<file path="config.mk">
export PLATFORM = sky130hd
export DESIGN_NAME = hc595_chain_ctrl_flat
export DESIGN_NICKNAME = d
export VERILOG_FILES = /design/src/rtl/hc595_chain_ctrl_pkg.sv /design/src/rtl/hc595_chain_ctrl_if.sv /design/src/rtl/hc595_chain_ctrl.sv /design/src/flat_wrapper.sv
export SDC_FILE = /design/constraint.sdc
export NUM_CORES = 1
export LEC_CHECK = 0
export BUFFER_PORTS_ARGS = -buffer_cell sky130_fd_sc_hd__buf_2
export CORE_MARGIN = 2
export CORE_UTILIZATION = 30
export DETAILED_ROUTE_END_ITERATION = 16
export GPL_ROUTABILITY_DRIVEN = 0
export PLACE_DENSITY = 0.52
export SYNTH_ARGS = -nofsm -noshare
export SYNTH_HDL_FRONTEND = slang
export SYNTH_SLANG_ARGS = --single-unit
</file>
<file path="constraint.sdc">
create_clock -name sys_clk -period 4.3 [get_ports sys_clk]
set_input_delay 0.86 -clock sys_clk [delete_from_list [all_inputs] [get_ports sys_clk]]
set_output_delay 0.86 -clock sys_clk [all_outputs]
set_load 0.01 [all_outputs]
</file>
<file path="src/rtl/hc595_chain_ctrl_pkg.sv">
// rtl/hc595_chain_ctrl_pkg.sv - shared types, defaults and width helpers for the 595 chain driver
//
// Purpose : FSM state encoding, default chain/divider constants and the
//           counter-width helpers used by the driver and its interface.
// Ports   : none (package).
package hc595_pkg;

  typedef enum logic [1:0] {
    ST_IDLE  = 2'd0,
    ST_SHIFT = 2'd1,
    ST_LATCH = 2'd2
  } state_t;

  localparam int DEF_CHAIN_N = 2;
  localparam int DEF_CLK_DIV = 2;

  // Bit counter width: one spare bit above $clog2 so B itself is representable.
  function automatic int shift_cnt_w(input int b);
    return $clog2(b) + 1;
  endfunction

  // Divider counter width: must hold 2*D-1 (a full shcp period).
  function automatic int div_cnt_w(input int d);
    return $clog2(d) + 1;
  endfunction

endpackage

</file>
<file path="src/rtl/hc595_chain_ctrl_if.sv">
// rtl/hc595_chain_ctrl_if.sv - load/busy/done handshake plus 595 pin bundle
//
// Purpose : groups the parallel-load handshake and the serial 595 pins.
// Ports   : load, data[B-1:0], blank  (master -> driver)
//           busy, done, ds, shcp, stcp, oe  (driver -> master / 595 chain)
// Modports: master = requester side, slave = the hc595_chain_ctrl driver.
interface hc595_chain_ctrl_if
  import hc595_pkg::*;
#(
  parameter int B = DEF_CHAIN_N * 8
);
  logic         load;
  logic [B-1:0] data;
  logic         blank;
  logic         busy;
  logic         done;
  logic         ds;
  logic         shcp;
  logic         stcp;
  logic         oe;

  modport master (
    output load, data, blank,
    input  busy, done, ds, shcp, stcp, oe
  );

  modport slave (
    input  load, data, blank,
    output busy, done, ds, shcp, stcp, oe
  );
endinterface

</file>
<file path="src/rtl/hc595_chain_ctrl.sv">
// rtl/hc595_chain_ctrl.sv - serial driver for a chain of cascaded 74HC595 registers
//
// Purpose : accepts a B-bit word (B = CHAIN_N*8) on load, shifts it out on
//           ds/shcp with a 2*CLK_DIV-cycle bit period, pulses stcp for
//           CLK_DIV cycles, then pulses done. oe stays high (blanked) until
//           the first completed latch, then follows blank one cycle later.
// Ports   : sys_clk   - system clock
//           sys_rst_n - synchronous active-low reset
//           bus       - hc595_chain_ctrl_if.slave (load/data/blank in,
//                       busy/done/ds/shcp/stcp/oe out, all registered)
module hc595_chain_ctrl
  import hc595_pkg::*;
#(
  parameter int CHAIN_N   = DEF_CHAIN_N,
  parameter int CLK_DIV   = DEF_CLK_DIV,
  parameter bit MSB_FIRST = 1'b1
) (
  input  logic                 sys_clk,
  input  logic                 sys_rst_n,
  hc595_chain_ctrl_if.slave    bus
);

  localparam int B  = CHAIN_N * 8;
  localparam int DW = div_cnt_w(CLK_DIV);
  localparam int BW = shift_cnt_w(B);

  localparam logic [DW-1:0] DIV_HALF = DW'(CLK_DIV - 1);
  localparam logic [DW-1:0] DIV_LAST = DW'(2 * CLK_DIV - 1);
  localparam logic [BW-1:0] BIT_LAST = BW'(B - 1);

  state_t        r_state;
  logic [B-1:0]  r_sr;
  logic [DW-1:0] r_div_cnt;
  logic [BW-1:0] r_bit_cnt;
  logic          r_latched_once;
  logic          r_ds;
  logic          r_shcp;
  logic          r_stcp;
  logic          r_oe;
  logic          r_busy;
  logic          r_done;

  logic          w_first_bit;
  logic          w_next_bit;
  logic [B-1:0]  w_sr_rot;

  // The shift register rotates rather than shifts so the outgoing bit is
  // always at the same end; the next bit to present is its neighbour.
  assign w_first_bit = MSB_FIRST ? bus.data[B-1] : bus.data[0];
  assign w_next_bit  = MSB_FIRST ? r_sr[B-2]     : r_sr[1];
  assign w_sr_rot    = MSB_FIRST ? {r_sr[B-2:0], r_sr[B-1]}
                                 : {r_sr[0], r_sr[B-1:1]};

  always_ff @(posedge sys_clk) begin
    if (!sys_rst_n) begin
      r_state        <= ST_IDLE;
      r_sr           <= '0;
      r_div_cnt      <= '0;
      r_bit_cnt      <= '0;
      r_latched_once <= 1'b0;
      r_ds           <= 1'b0;
      r_shcp         <= 1'b0;
      r_stcp         <= 1'b0;
      r_oe           <= 1'b1;
      r_busy         <= 1'b0;
      r_done         <= 1'b0;
    end else begin
      r_done <= 1'b0;
      // Flag is sampled before it updates, so oe drops the cycle after done.
      r_oe   <= r_latched_once ? bus.blank : 1'b1;

      case (r_state)
        ST_IDLE: begin
          if (bus.load) begin
            r_sr      <= bus.data;
            r_ds      <= w_first_bit;
            r_shcp    <= 1'b0;
            r_div_cnt <= '0;
            r_bit_cnt <= '0;
            r_busy    <= 1'b1;
            r_state   <= ST_SHIFT;
          end
        end

        ST_SHIFT: begin
          // r_div_cnt is the position of the currently visible cycle in the bit.
          if (r_div_cnt == DIV_LAST) begin
            r_div_cnt <= '0;
            r_shcp    <= 1'b0;
            if (r_bit_cnt == BIT_LAST) begin
              r_bit_cnt <= '0;
              r_stcp    <= 1'b1;
              r_state   <= ST_LATCH;
            end else begin
              r_bit_cnt <= r_bit_cnt + 1'b1;
              r_sr      <= w_sr_rot;
              r_ds      <= w_next_bit;
            end
          end else begin
            r_div_cnt <= r_div_cnt + 1'b1;
            if (r_div_cnt == DIV_HALF) begin
              r_shcp <= 1'b1;
            end
          end
        end

        ST_LATCH: begin
          if (r_div_cnt == DIV_HALF) begin
            r_div_cnt      <= '0;
            r_stcp         <= 1'b0;
            r_busy         <= 1'b0;
            r_done         <= 1'b1;
            r_latched_once <= 1'b1;
            r_state        <= ST_IDLE;
          end else begin
            r_div_cnt <= r_div_cnt + 1'b1;
          end
        end

        default: r_state <= ST_IDLE;
      endcase
    end
  end

  assign bus.ds   = r_ds;
  assign bus.shcp = r_shcp;
  assign bus.stcp = r_stcp;
  assign bus.oe   = r_oe;
  assign bus.busy = r_busy;
  assign bus.done = r_done;

endmodule

</file>
<file path="src/flat_wrapper.sv">
// flat-port wrapper written by rule: the top's interface ports become plain ports
module hc595_chain_ctrl_flat import hc595_pkg::*;
#(
  parameter int CHAIN_N   = DEF_CHAIN_N,
  parameter int CLK_DIV   = DEF_CLK_DIV,
  parameter bit MSB_FIRST = 1'b1
)
  (sys_clk, sys_rst_n, bus_load, bus_data, bus_blank, bus_busy, bus_done, bus_ds, bus_shcp, bus_stcp, bus_oe);
  hc595_chain_ctrl_if #(.B(16)) bus_i ();
  input  logic sys_clk;
  input  logic sys_rst_n;
  input wire logic [$bits(bus_i.load)-1:0] bus_load;
  input wire logic [$bits(bus_i.data)-1:0] bus_data;
  input wire logic [$bits(bus_i.blank)-1:0] bus_blank;
  output wire logic [$bits(bus_i.busy)-1:0] bus_busy;
  output wire logic [$bits(bus_i.done)-1:0] bus_done;
  output wire logic [$bits(bus_i.ds)-1:0] bus_ds;
  output wire logic [$bits(bus_i.shcp)-1:0] bus_shcp;
  output wire logic [$bits(bus_i.stcp)-1:0] bus_stcp;
  output wire logic [$bits(bus_i.oe)-1:0] bus_oe;
  assign bus_i.load = bus_load;
  assign bus_i.data = bus_data;
  assign bus_i.blank = bus_blank;
  assign bus_busy = bus_i.busy;
  assign bus_done = bus_i.done;
  assign bus_ds = bus_i.ds;
  assign bus_shcp = bus_i.shcp;
  assign bus_stcp = bus_i.stcp;
  assign bus_oe = bus_i.oe;
  hc595_chain_ctrl #(.CHAIN_N(CHAIN_N), .CLK_DIV(CLK_DIV), .MSB_FIRST(MSB_FIRST)) u_core (.sys_clk(sys_clk), .sys_rst_n(sys_rst_n), .bus(bus_i));
endmodule
</file>
Yosys cells after proc, flatten, opt, wreduce, memory -nomap -nowiden:

Index checks and enable logic that the tools add are counted.

* add/sub/neg operators: 2
* equality and inequality tests: 11
* reduce and logical (&&, ||, !) cells: 15
* multiplexer cells: 32

Operator list (count)
* 16-bit two-way mux: 3
* 16-bit one-hot mux with 2 select lines: 1
* 5-bit two-way mux: 3
* 2-bit two-way mux: 7
* 2-bit one-hot mux with 3 select lines: 2
* 4-bit AND reduction: 3
* 1-bit two-way mux: 11
* 5-bit one-hot mux with 2 select lines: 1
* 3-bit AND reduction: 3
* 1-bit one-hot mux with 2 select lines: 4
* 2-bit AND reduction: 4
* 2-bit by 1-bit inequality test with 1-bit output (second input constant): 3
* 2-bit nonzero test: 3
* 5-bit by 1-bit adder with 5-bit output (second input constant): 1
* 5-bit by 4-bit equality test with 1-bit output (second input constant): 1
* 2-bit by 1-bit equality test with 1-bit output (second input constant): 2
* 2-bit equality test (second input constant): 2
* 2-bit inequality test (second input constant): 2
* 3-bit by 1-bit inequality test with 1-bit output (second input constant): 1
* 3-bit nonzero test: 1
* 2-bit by 1-bit adder with 2-bit output (second input constant): 1
* 2-bit logical NOT: 1

* output and inout bits: 6
* bits of input ports: 20
* logic and storage cells: 71
* flip-flop bits (word level): 32

Logic depth before layout (Yosys ltp):

* depth in word-level cells: 4
* gate-level depth with buffers: 9
* gate-level depth less buffers: 6

Worst setup path after synthesis:

No wires, ideal clock.

* path kind: input to register
* start: input port bus_load
* end: register u_core.r_ds (netlist: u_core.bus.ds)
* required time: 4.184 ns
* path slack: 2.405 ns
* arrival: 1.779 ns
* stages on the path: 6
* setup time: 0.116 ns
* path through: nor2b_1 nor3_2 and2_4 buf_6 buf_6 o211a_1

* cells in the longest elaborated chain, start to end: 2

Ends and longest elaborated chain
* start, declared: line flat_wrapper.sv:12 `input wire logic [$bits(bus_i.load)-1:0] bus_load;`
* 2-bit inequality test (no line)
* 4-bit AND reduction (no line)
* end signal, assigned: line hc595_chain_ctrl.sv:76 `r_ds <= w_first_bit;`
* end signal, assigned: line hc595_chain_ctrl.sv:97 `r_ds <= w_next_bit;`
* end, declared: line hc595_chain_ctrl.sv:36 `logic r_ds;`

Every way passes these cells.
A chain may end at the register's enable or synchronous reset.

Worst setup path in the final report:

* start: register u_core.r_state[1]
* end: register u_core.r_sr[11]

* cells in the longest elaborated chain, start to end: 3

Ends and longest elaborated chain
* start, declared: line hc595_chain_ctrl.sv:31 `state_t r_state;`
* start signal, assigned: line hc595_chain_ctrl.sv:56 `r_state <= ST_IDLE;`
* start signal, assigned: line hc595_chain_ctrl.sv:81 `r_state <= ST_SHIFT;`
* start signal, assigned: line hc595_chain_ctrl.sv:93 `r_state <= ST_LATCH;`
* 2-bit by 1-bit equality test with 1-bit output / 2-bit logical NOT (equally long branches): line hc595_chain_ctrl.sv:72 `case (r_state)`
* 2-bit by 1-bit inequality test with 1-bit output (no line), or another cell as far along
* 4-bit AND reduction (no line)
* end signal, assigned: line hc595_chain_ctrl.sv:75 `r_sr <= bus.data;`
* end signal, assigned: line hc595_chain_ctrl.sv:96 `r_sr <= w_sr_rot;`
* end, declared: line hc595_chain_ctrl.sv:32 `logic [B-1:0] r_sr;`

Several ways; a longest one is shown, not always the timed one.

==> run summary <==
For the post-synthesis instance area, the log shows 1580 um2. The worst-case IR drop observed on VDD is 0.285 mV. In this run the number of H-tree levels came out at 2. The worst reg2reg path endpoint was u_core.r_sr[11]. After routing the design area is 1830 um2. The tools report the critical path startpoint as u_core.r_state[1]. The post-CTS clock slew at the launch and capture registers of the worst setup and hold paths is 0.07 ns, and the sequential share of the synthesized area is 0.392. The category of the worst setup path launch point was a flop.

The path type of the worst setup path is flop to flop. The share of final-layout standard cells stronger than drive strength 1 was 0.193. In the final timing run, aggregate negative setup slack is 0 ns. The maximum fanout encountered on the critical timing path was 17. In this run the clock root is driven by a sky130_fd_sc_hd__clkbuf_8. The tools report the setup slack after layout as 1.88 ns. The final clock period utilization by the worst path is 0.564, and the wire length of the first global-routing pass is 5760 um. The run gives 198 as the net count after synthesis. The clock period could shrink to 2.42 ns.

The logs give 1.18 mW for the total power of the final layout and 0 for the final-report max-slew violation count. The area growth from synthesis to layout is 15.5%. The total number of placement rows was 26. For the count of hold-fix buffers inserted at cts, the log shows 0. After technology mapping, the gate count stands at 169. The proportion of register bits with asynchronous set or reset after synthesis came out at 0. In the layout the commonest cells are sky130_fd_sc_hd__dfxtp_1 (31), sky130_fd_sc_hd__buf_2 (25), sky130_fd_sc_hd__nand3_1 (19), sky130_fd_sc_hd__mux2i_1 (17). The worst register-to-register path has a setup slack of 1.88 ns. The netlist uses 35 different library cells. For this design the static power due to leakage is 0.882 nW.

Setup repair after global routing left no endpoint under its margin. The routed wire length per instance is 12.6 um. Data on the critical path arrives at its endpoint at 2.60 ns. At the pin with the least slew margin, the transition time is 0.636 ns.

Type of the most critical hold path: flop to flop. The max-capacitance violation count is 0. The synthesized flop and latch total was 31.

The global-route usage over all layers came out at 0.123. Dividing total power by cell area gives a power density of 647 nW/um2. Measured along the x axis, the die boundary spans 76.6 um. Setup violations remaining at the end of the flow were counted as 0. The flow ran to the end, and the final reports show no timing, DRC or antenna violations. The worst hold path begins at u_core.r_latched_once. Counting the buffers created by CTS gives 5.

Hold is met by 0.410 ns. The total wire length is 3290 um, and the number of fillers in the final layout is 558. The maximum number of pins on one net before global-route repair was 35.

The startpoint identified for the worst register-to-register timing path is u_core.r_state[1]. After detailed placement, the design holds a cell count of 254. The buffers inserted during post-CTS setup optimization was 0; the die boundary height was 76.6 um.

The leading register cell type out of synthesis was sky130_fd_sc_hd__dfxtp_1. Each instance of the synthesized netlist takes up on average 9.36 um2. The clock passes through at most 2 buffers.

After floorplanning, the core was sized to cover 5110 um2. The tools report the cell area after placement as 1750 um2. The relative slew slack was 0.576. The run gives 82 as the number of DRC violations after detailed-routing iteration 0. The clock reaches the later pin of the worst-skew pair after 0.28 ns. The finished layout holds 262 standard cells, fillers aside. Buffers placed on the I/O ports in this run total 25. The worst setup path is captured at a flop. The total global routing overflow was 0; the count of final hold-check violations was 0. The logs give 2200 um for the detailed-placement wirelength estimate and 0.00453 ns for the final clock skew. The number of gates resized after cts is 0, and the number of global-route vias before repair is 1250. Final core utilization: 0.358. The floorplan step defined a die boundary enclosing 5870 um2. In the routed design, unresolved DRC markers number 0.

Via count normalized by instance count: 4.87. The logs give 0 for the initial antenna violation count and 0.310 for the effective utilization at floorplan. The number of optimization iterations in the first detailed-route pass came out at 4. The logs give 220 for the count of nets after finishing and 0 for the final antenna-violating net count.

The worst reg-to-reg path cell count is 6, and the total number of vias is 1277. The number of sinks on the clock net is 31, and the diode insertion count for antenna repair is 0. The count of flip-flops with a built-in enable after synthesis is 0. The tools report the last element of the critical path as u_core.r_sr[11].

TritonCTS built the clock tree. Setup slack at placement: 1.87 ns. During I/O placement, the number of pins put on the boundary was 26. The library cell used most frequently in the layout, excluding fill and tap cells, is sky130_fd_sc_hd__dfxtp_1. Yosys printed 0 warnings. For this run, the top clock speed supported by timing is 413 MHz.

The worst hold path depth works out to 1. For the worst setup path, the data required time is 4.48 ns.
## cell families (layout without fill, tap and decap cells)
kind of cell               count (synthesis)  count (layout)  share of synthesized area
adders and majority gates                  9               9                     0.0712
muxes                                     17              17                      0.108
and+or+nand+nor                           54              54                      0.176
AOI/OAI and AO/OA                         39              39                      0.195
DFF                                       31              31                      0.392
buffers and inverters                     19              42                     0.0570
## power by group
group          internal [mW]  switching [mW]  leakage [nW]  total [mW]
clock                  0.113           0.110        0.0422       0.224
combinational          0.245           0.310         0.585       0.555
sequential             0.360          0.0431         0.254       0.403
## worst max-delay path: stages (launching register included)
cell and delay, ns:
sky130_fd_sc_hd__dfxtp_1 0.34, sky130_fd_sc_hd__inv_1 0.10, sky130_fd_sc_hd__ha_1 0.57, sky130_fd_sc_hd__inv_2 0.13
sky130_fd_sc_hd__or3_1 0.63, sky130_fd_sc_hd__and2_4 0.32, sky130_fd_sc_hd__o211a_1 0.21
## per-layer routing
metal / routed length [um] / vias up / GRT usage / share of wire
met3: 152 / 8 / 0.0403 / 0.046
met2: 1400 / 23 / 0.182 / 0.42
met5: 0 / - / 0 / 0
met1: 1670 / 596 / 0.159 / 0.51
met4: 74 / 0 / 0.0655 / 0.022
li1: - / 650 / - / -
## flip-flops by register name, indices dropped and copies added, names as in the netlist
name / count
u_core.bus.busy: 1
u_core.bus.done: 1
u_core.bus.ds: 1
u_core.bus.oe: 1
u_core.bus.shcp: 1
u_core.bus.stcp: 1
u_core.r_bit_cnt: 5
u_core.r_div_cnt: 2
u_core.r_latched_once: 1
u_core.r_sr: 15
u_core.r_state: 2
## worst min-delay path by stage
stage,end,slack [ns]
6_report,u_core.bus.oe,0.41
5_1_grt,u_core.bus.oe,0.44
4_1_cts,u_core.bus.oe,0.42
3_5_place_dp,u_core.bus.oe,0.40
3_3_place_gp,u_core.bus.oe,0.40
2_1_floorplan,u_core.bus.oe,0.38
## synth_stat cells (all sizes together), types with 2 or more instances
cell	n	share of area
a21oi	7	0.022
and3	2	0.0079
buf	5	0.024
clkbuf	7	0.017
dfxtp	31	0.39
ha	9	0.071
inv	7	0.017
mux2i	17	0.11
nand2	16	0.038
nand2b	2	0.0079
nand3	20	0.066
nand3b	2	0.0095
nor2	4	0.0095
nor2b	2	0.0079
nor3	3	0.013
o211a	16	0.10
o21ai	5	0.016
o22ai	2	0.0079
## layout make-up
cell class	count	area [um2]	area share
Tap cell	70	87.6	0.0479
Clock inverter	1	5.00	0.00274
Clock buffer	7	76.3	0.0418
Inverter	7	26.3	0.0144
Multi-Input combinational cell	119	871	0.477
Timing Repair Buffer	27	140	0.0767
Sequential cell	31	621	0.340
(Power assumes the default switching activity.)
